==> src/rtl/dcache_wb_buffer.sv <==
// Write-back buffer between the data cache and main memory: queues evicted dirty
// lines in a circular FIFO, coalesces repeat evictions, serves read-miss lookups and drains on request.
module dcache_wb_buffer #(
  parameter int DEPTH  = 4,
  parameter int LINE_W = 128,
  parameter int LIDX_W = 10
) (
  input  logic                     clock,
  input  logic                     reset,
  input  logic                     evict_valid,
  output logic                     evict_ready,
  input  logic [LIDX_W-1:0]        evict_addr,
  input  logic [LINE_W-1:0]        evict_data,
  input  logic [LIDX_W-1:0]        lookup_addr,
  output logic                     lookup_hit,
  output logic [LINE_W-1:0]        lookup_data,
  output logic                     mem_req,
  output logic [LIDX_W-1:0]        mem_addr,
  output logic [LINE_W-1:0]        mem_data,
  input  logic                     mem_ack,
  input  logic                     drain_req,
  output logic                     drain_done,
  output logic [$clog2(DEPTH):0]   count
);

  localparam int PTR_W = $clog2(DEPTH);
  localparam int CNT_W = PTR_W + 1;
  localparam logic [CNT_W-1:0] FULL = CNT_W'(DEPTH);

  typedef enum logic {
    S_IDLE,
    S_WRITE
  } state_t;

  state_t             state_q, state_d;
  logic [LIDX_W-1:0]  addr_q [DEPTH];
  logic [LINE_W-1:0]  data_q [DEPTH];
  logic [DEPTH-1:0]   valid_q;
  logic [PTR_W-1:0]   head_q, tail_q;
  logic [CNT_W-1:0]   count_q, count_d;
  logic               drain_pending_q;

  logic               in_flight;
  logic               coalesce_match;
  logic [PTR_W-1:0]   coalesce_idx;
  logic               evict_fire;
  logic               alloc;
  logic               coalesce_wr;
  logic               pop;
  logic               head_hit;

  assign in_flight = (state_q == S_WRITE);

  // The in-flight head is excluded so a rewrite of a line already being sent
  // gets its own entry instead of mutating data memory may be mid-way through taking.
  // NOTE: every always_comb output gets a default first, otherwise a missed path infers a latch.
  always_comb begin
    coalesce_match = 1'b0;
    coalesce_idx   = '0;
    for (int i = 0; i < DEPTH; i++) begin
      if (valid_q[i] && (addr_q[i] == evict_addr) &&
          !(in_flight && (PTR_W'(i) == head_q))) begin
        coalesce_match = 1'b1;
        coalesce_idx   = PTR_W'(i);
      end
    end
  end

  assign evict_ready = reset && !drain_pending_q && ((count_q < FULL) || coalesce_match);
  assign evict_fire  = evict_valid && evict_ready;
  assign alloc       = evict_fire && !coalesce_match;
  assign coalesce_wr = evict_fire && coalesce_match;
  assign pop         = in_flight && mem_ack;
  assign count_d     = count_q + CNT_W'(alloc) - CNT_W'(pop);

  // A non-head match is always younger than the head, so it wins when both hit.
  always_comb begin
    lookup_hit  = 1'b0;
    lookup_data = '0;
    head_hit    = valid_q[head_q] && (addr_q[head_q] == lookup_addr);
    for (int i = 0; i < DEPTH; i++) begin
      if (valid_q[i] && (addr_q[i] == lookup_addr) && (PTR_W'(i) != head_q)) begin
        lookup_hit  = 1'b1;
        lookup_data = data_q[i];
      end
    end
    if (!lookup_hit && head_hit) begin
      lookup_hit  = 1'b1;
      lookup_data = data_q[head_q];
    end
  end

  always_comb begin
    state_d = state_q;
    case (state_q)
      S_IDLE:  if (count_q != '0) state_d = S_WRITE;
      S_WRITE: if (pop && (count_d == '0)) state_d = S_IDLE;
      default: state_d = S_IDLE;
    endcase
  end

  assign mem_req    = in_flight;
  assign mem_addr   = in_flight ? addr_q[head_q] : '0;
  assign mem_data   = in_flight ? data_q[head_q] : '0;
  assign drain_done = reset && drain_pending_q && (count_q == '0) && (state_q == S_IDLE);
  assign count      = count_q;

  // NOTE: sequential state uses non-blocking assignments so every register
  // samples the pre-edge values regardless of statement order.
  always_ff @(posedge clock) begin
    if (!reset) begin
      state_q         <= S_IDLE;
      head_q          <= '0;
      tail_q          <= '0;
      count_q         <= '0;
      valid_q         <= '0;
      drain_pending_q <= 1'b0;
    end else begin
      state_q <= state_d;
      count_q <= count_d;
      if (alloc) begin
        valid_q[tail_q] <= 1'b1;
        tail_q          <= tail_q + 1'b1;
      end
      if (pop) begin
        valid_q[head_q] <= 1'b0;
        head_q          <= head_q + 1'b1;
      end
      if (drain_done) begin
        drain_pending_q <= 1'b0;
      end else if (drain_req) begin
        drain_pending_q <= 1'b1;
      end
    end
  end

  // NOTE: the line storage is not reset; every reader is qualified by valid_q
  // or by the WRITE state, so stale contents are never observable.
  always_ff @(posedge clock) begin
    if (alloc) begin
      addr_q[tail_q] <= evict_addr;
      data_q[tail_q] <= evict_data;
    end else if (coalesce_wr) begin
      data_q[coalesce_idx] <= evict_data;
    end
  end

endmodule

==> config.mk <==
export PLATFORM = sky130hd
export DESIGN_NAME = dcache_wb_buffer
export DESIGN_NICKNAME = d
export VERILOG_FILES = /design/src/rtl/dcache_wb_buffer.sv
export SDC_FILE = /design/constraint.sdc
export NUM_CORES = 1
export LEC_CHECK = 0
export CAP_MARGIN = 15
export CORE_MARGIN = 3
export CORE_UTILIZATION = 55
export CTS_CLUSTER_DIAMETER = 200
export CTS_CLUSTER_SIZE = 16
export DETAILED_ROUTE_END_ITERATION = 8
export PLACE_DENSITY_LB_ADDON = 0.3
export SYNTH_ARGS = -nofsm -noshare
export SYNTH_HDL_FRONTEND = slang
export SYNTH_SLANG_ARGS = --single-unit
==> constraint.sdc <==
create_clock -name clock -period 13.2 [get_ports clock]
set_input_delay 1.32 -clock clock [delete_from_list [all_inputs] [get_ports clock]]
set_output_delay 1.32 -clock clock [all_outputs]
set_load 0.05 [all_outputs]
# Word-level counts from Yosys, hierarchy flattened
# Memory sizes are Yosys's and may differ from the RTL's. A register that Yosys moved wholly into a read port is not among the register bits.
# Index checks and enable logic that the tools add are counted.
word_totals:
  in_bits: 153
  output_inout_bits: 273
  ramBits: 552
  n_memories: 2
  regBits: 13
classes:
  n_mux: 43
  n_lt_le_gt_ge: 5
  eq_ne: 15
  addsub: 4
  reduce_logical: 49
  bitwise: 5
mem_list:
  columns: ["memory", "depth", "word_bits", "read_ports", "rd_clocked_by_memory_dff", "write_ports", "line", "source"]
  rows:
  - ["data_q", 4, 128, 5, 1, 1, "37", "logic [LINE_W-1:0] data_q [DEPTH];"]
  - ["addr_q", 4, 10, 5, 1, 1, "36", "logic [LIDX_W-1:0] addr_q [DEPTH];"]
ops:
  columns: ["op", "n"]
  rows:
  - ["128-bit two-way mux", 7]
  - ["128-bit OR reduction", 1]
  - ["10-bit == test", 9]
  - ["1-bit logical AND", 34]
  - ["1-bit two-way mux", 21]
  - ["2-bit two-way mux", 7]
  - ["4-bit two-way mux", 3]
  - ["10-bit two-way mux", 1]
  - ["1-bit zero test", 7]
  - ["3-bit zero test", 2]
  - ["2-bit by 3-bit < comparator with 1-bit output (second input constant)", 2]
  - ["2-bit by 1-bit adder with 2-bit output (second input constant)", 2]
  - ["4-bit AND", 1]
  - ["1-bit demux with 2-bit select", 2]
  - ["2-bit == test (first input constant)", 2]
  - ["2-bit by 1-bit greater-or-equal comparator with 1-bit output (second input constant)", 2]
  - ["2-bit inequality test (first input constant)", 2]
  - ["4-bit NOT", 1]
  - ["4-bit bitwise OR", 1]
  - ["3-bit by 1-bit adder with 3-bit output", 1]
  - ["3-bit < comparator (second input constant)", 1]
  - ["3-bit nonzero test", 1]
  - ["3-bit by 1-bit subtractor with 3-bit output", 1]
  - ["1-bit binary-select mux with 2-bit select", 1]
  - ["8 further kinds", 9]

# Depth between registers and ports, before layout
depth:
  ltp_word: 18
  ltp_mapped: 16
  ltp_nobuf: 16

# Worst setup path before layout
# No wires, ideal clock.
synth_path:
  kind: "input-to-reg"
  from: "in evict_addr[2]"
  to: "mem data_q[3][0] (enable)"
  path_buffers: 1
  setup_ns: 0.773
  stages: 7
  arrival_ns: 11.196
  path_slack_ns: 1.231
  cell_sequence: "clkbuf_2 xnor2_1 nand3_1 nor4_1 o21ba_2 o21ba_2 nor3_1"
synth_between:
  elab_chain_cells: 16
  word_cells_on_any_way: 33
synth_lines:
  columns: ["item", "line", "source"]
  rows:
  - ["start: declaration", "12", "input logic [LIDX_W-1:0] evict_addr,"]
  - ["10-bit == test", "61", "if (valid_q[i] && (addr_q[i] == evict_addr) &&"]
  - ["1-bit logical AND (2 in a row)", "61", null]
  - ["1-bit two-way mux (4 in a row)", "61", null]
  - ["1-bit logical OR", "69", "assign evict_ready = reset && !drain_pending_q && ((count_q < FULL) || coalesce_match);"]
  - ["1-bit logical AND", "69", null]
  - ["1-bit logical AND", "70", "assign evict_fire = evict_valid && evict_ready;"]
  - ["1-bit logical AND", "72", "assign coalesce_wr = evict_fire && coalesce_match;"]
  - ["1-bit two-way mux", "143", "end else if (coalesce_wr) begin"]
  - ["1-bit two-way mux", "140", "if (alloc) begin"]
  - ["1-bit two-way mux (not written as such)", "144", "data_q[coalesce_idx] <= evict_data;"]
  - ["128-bit OR reduction (no source line)", null, null]
  - ["2-bit two-way mux (no source line) / 1-bit two-way mux (equally long branches)", null, null]
  - ["end: declaration", "37", null]
# Several ways; a longest one is shown, not always the timed one.

# Final worst setup path
layout_path:
  from: "in lookup_addr[5]"
  to: "out lookup_data[23]"
layout_between:
  elab_chain_cells: 10
  word_cells_on_any_way: 25
layout_lines:
  columns: ["item", "line", "source"]
  rows:
  - ["start: declaration", "14", "input logic [LIDX_W-1:0] lookup_addr,"]
  - ["10-bit == test", "82", "if (valid_q[i] && (addr_q[i] == lookup_addr) && (PTR_W'(i) != head_q)) begin"]
  - ["1-bit logical AND (2 in a row)", "82", null]
  - ["1-bit two-way mux (4 in a row)", "82", null]
  - ["1-bit zero test", "87", "if (!lookup_hit && head_hit) begin"]
  - ["1-bit logical AND", "87", null]
  - ["128-bit two-way mux (*)", "87", null]
  - ["end: declaration", "16", "output logic [LINE_W-1:0] lookup_data,"]
# Mark *: on every way between the ends. The rest lies on a longest branch, timed or not.

==> results by group <==
Power
  – Worst vdd rail ir drop: 0.1093 mV
  – Total power: 4.624 mW
  – P per Cell Area: 136.5 nW/um^2
  – Static leakage: 10.93 nW

Critical path
  – Arrival time worst endpoint: 6.45 ns
  – Crit. Startpoint: lookup_addr[5]
  – Reg2reg start: mem_req
  – CP Class: input pin to primary output
  – Worst Path Required: 11.88 ns
  – Startpoint type of the worst setup path: input pin
  – CP endpoint kind: primary output
  – Max Fanout on Critical Path: 77

Run
  – Max Cap Violations: 0

Yosys
  – Synth Instances: 2158
  – Seq/Total Area, Yosys: 59.96%
  – Number of enable flip-flop cells after synthesis: 552
  – Netlist cell types: 43
  – Post-Syn Area per Cell: 13.04 sq um
  – Post-Syn Area: 28150 sq um
  – Prevailing post-synth register cell: edfxtp_1
  – Ys async rst share: 0%
  – Synth Net Count: 2322
  – Syn. warnings: 0
  – Flops & latches, synth: 567

Global route
  – Number of antenna violations at the first check in global routing: 18
  – First-pass GRT wire length: 127200 um
  – Largest net degree at the start of global routing: 129
  – Grt total ovfl: 0
  – Vias in the first global route: 20485
  – Total GRT Usage: 31.15%

Final layout
  – Finished Cell Area: 33870 sq um
  – FILL cells: 3558
  – Final Core Density: 67.23%
  – Nets@finish: 2622
  – FF+latch area: 16890 sq um
  – Layout cells sized above 1: 9.201%
  – Fin cells: 3152
  – Area of the multi-input gates: 9980 sq um
  – Area grow syn2layout: 20.32%

Routing
  – Post-Route WL: 85360 um
  – Via count: 20581
  – DR iter-0 viols: 2590
  – Vias per cell: 6.530
  – Antenna viol nets, final: 0
  – Drt wl/cell: 27.08 um
  – DRC violations left: 0
  – DR pass1 iterations: 5

Timing
  – RSZ-0062 raised after global routing: no
  – Rel. slew slack: 19.73%
  – TNS Setup: 0 ns
  – Layout Skew: 0.02531 ns
  – Tcrit/Tclk final: 58.87%
  – Final setup viols: 0
  – Tmin final: 7.770 ns
  – Fmax: 128.7 MHz
  – Actual slew at the worst max-slew pin: 1.204 ns
  – Final Hold Viols: 0
  – Final Max Tran Viols: 0

Place
  – Placed cells: 3087
  – # port buffers: 425
  – DP HPWL: 52510 um
  – Placed cell area: 32710 sq um
  – RD Place Congestion: 0.9310

Floorplan
  – DIE AREA: 53920 sq um
  – Die width: 232.2 um
  – I/O pin count: 426
  – Initial Utilization: 55.87%
  – Site Rows: 82
  – Core area: 50380 sq um
  – Die height: 232.2 um

Clock network
  – Post_cts resized: 0
  – CTS tree: yes
  – Max H-tree Level: 2
  – Post-CTS Setup Bufs: 0
  – Deepest clock path buffer count: 3
  – Root buffer cell: clkbuf_16
  – Worst skew pair latency: 0.59 ns
  – CTS Sinks: 567
  – Worst-path clk slew: 0.07 ns
  – Number of hold buffers added after cts: 0
  – CTS Buf Count: 41

Run status
  – Status: complete, no violations

Min path
  – Worst hold path type: register to register
  – Hold path startpoint: tail_q[1]
==> per-layer routing <==
metal  global-route usage (%)  vias to the layer above  share of wire [%]
met3                    7.078                      215                 11
li1                         -                     8794                  -
met5                        0                        -              0.096
met1                    42.24                    10161                 37
met4                    14.91                       14                4.7
met2                    48.07                     1397                 47
==> where the power goes <==
part / total [mW] / internal, mW / switching, mW
logic: 1.30 / 0.495 / 0.801
clock network: 1.18 / 0.587 / 0.596
registers: 2.15 / 2.06 / 0.0859
==> sequential cells by signal, indices dropped and copies added, names as in the netlist, named ones only <==
name / count
addr_q: 40
count: 3
data_q: 512
drain_pending_q: 1
head_q: 2
mem_req: 1
tail_q: 2
valid_q: 4
==> worst max-delay path, cell delays in order <==
cell             delay [ns]
clkdlybuf4s50_1        0.61
xor2_1                 0.22
nor4_1                 0.11
nand3_4                0.08
buf_4                  0.60
and2_4                 0.57
nor3b_2                0.25
buf_4                  0.64
buf_4                  0.75
a32o_1                 0.31
clkdlybuf4s50_1        0.81
==> metrics by stage <==
stage	setup slack, ns	hold WS, ns
CTS	5.482	0.5484
global route	5.205	0.5777
global placement	5.616	0.5266
detailed placement	5.468	0.5358
floorplan	1.231	0.4600
finish	5.430	0.5539
==> cell type report <==
type	instances	area share [%]
Antenna cell	13	0.09606
Clock inverter	2	0.05911
Sequential cell	567	49.87
Inverter	141	1.563
Timing Repair Buffer	451	13.21
Multi-Input combinational cell	1256	29.47
Clock buffer	50	3.255
Tap cell	672	2.483
==> cells by family after synthesis <==
kind of cell               count (synthesis)  share of synthesized area (%)
DFF                                      567                          59.96
AOI/OAI and AO/OA                        666                          14.27
xor gates and xnor gates                  93                          2.894
and+or+nand+nor                          346                          6.339
adders and majority gates                 11                         0.5157
buffers and inverters                    335                          4.863
muxes                                    140                          11.16
==> path summary, 6_finish.rpt <==
kind | end | slack, ns | cells past startpoint
max | lookup_data[23] | 5.43 | 11
min | tail_q[1] | 0.55 | 2
max reg2reg | data_q[2][81] | 8.32 | 8
min reg2reg | tail_q[1] | 0.55 | 2
==> cell usage after synthesis (all sizes together) (15+ instances only) <==
cell type | number | area share (%)
a32o | 128 | 4.6
mux4 | 139 | 11
buf | 76 | 1.4
edfxtp | 552 | 59
and2 | 146 | 3.2
o21ai | 389 | 6.9
clkbuf | 118 | 1.6
dfxtp | 15 | 1.1
xor2 | 29 | 0.90
inv | 141 | 1.9
nor2 | 136 | 1.8
xnor2 | 64 | 2.0
a21oi | 135 | 2.4
==> cell usage in the layout (no fill, tap or decap), types with 12 or more instances in the layout <==
master	instances
buf_4	24
a21oi_1	133
inv_1	141
mux4_2	139
xor2_1	29
edfxtp_1	552
clkbuf_16	43
clkdlybuf4s50_1	425
o21ai_0	384
a32o_1	128
nor2_1	136
diode_2	13
xnor2_1	64
and2_1	145
dfxtp_1	12
(Power assumes the default switching activity.)
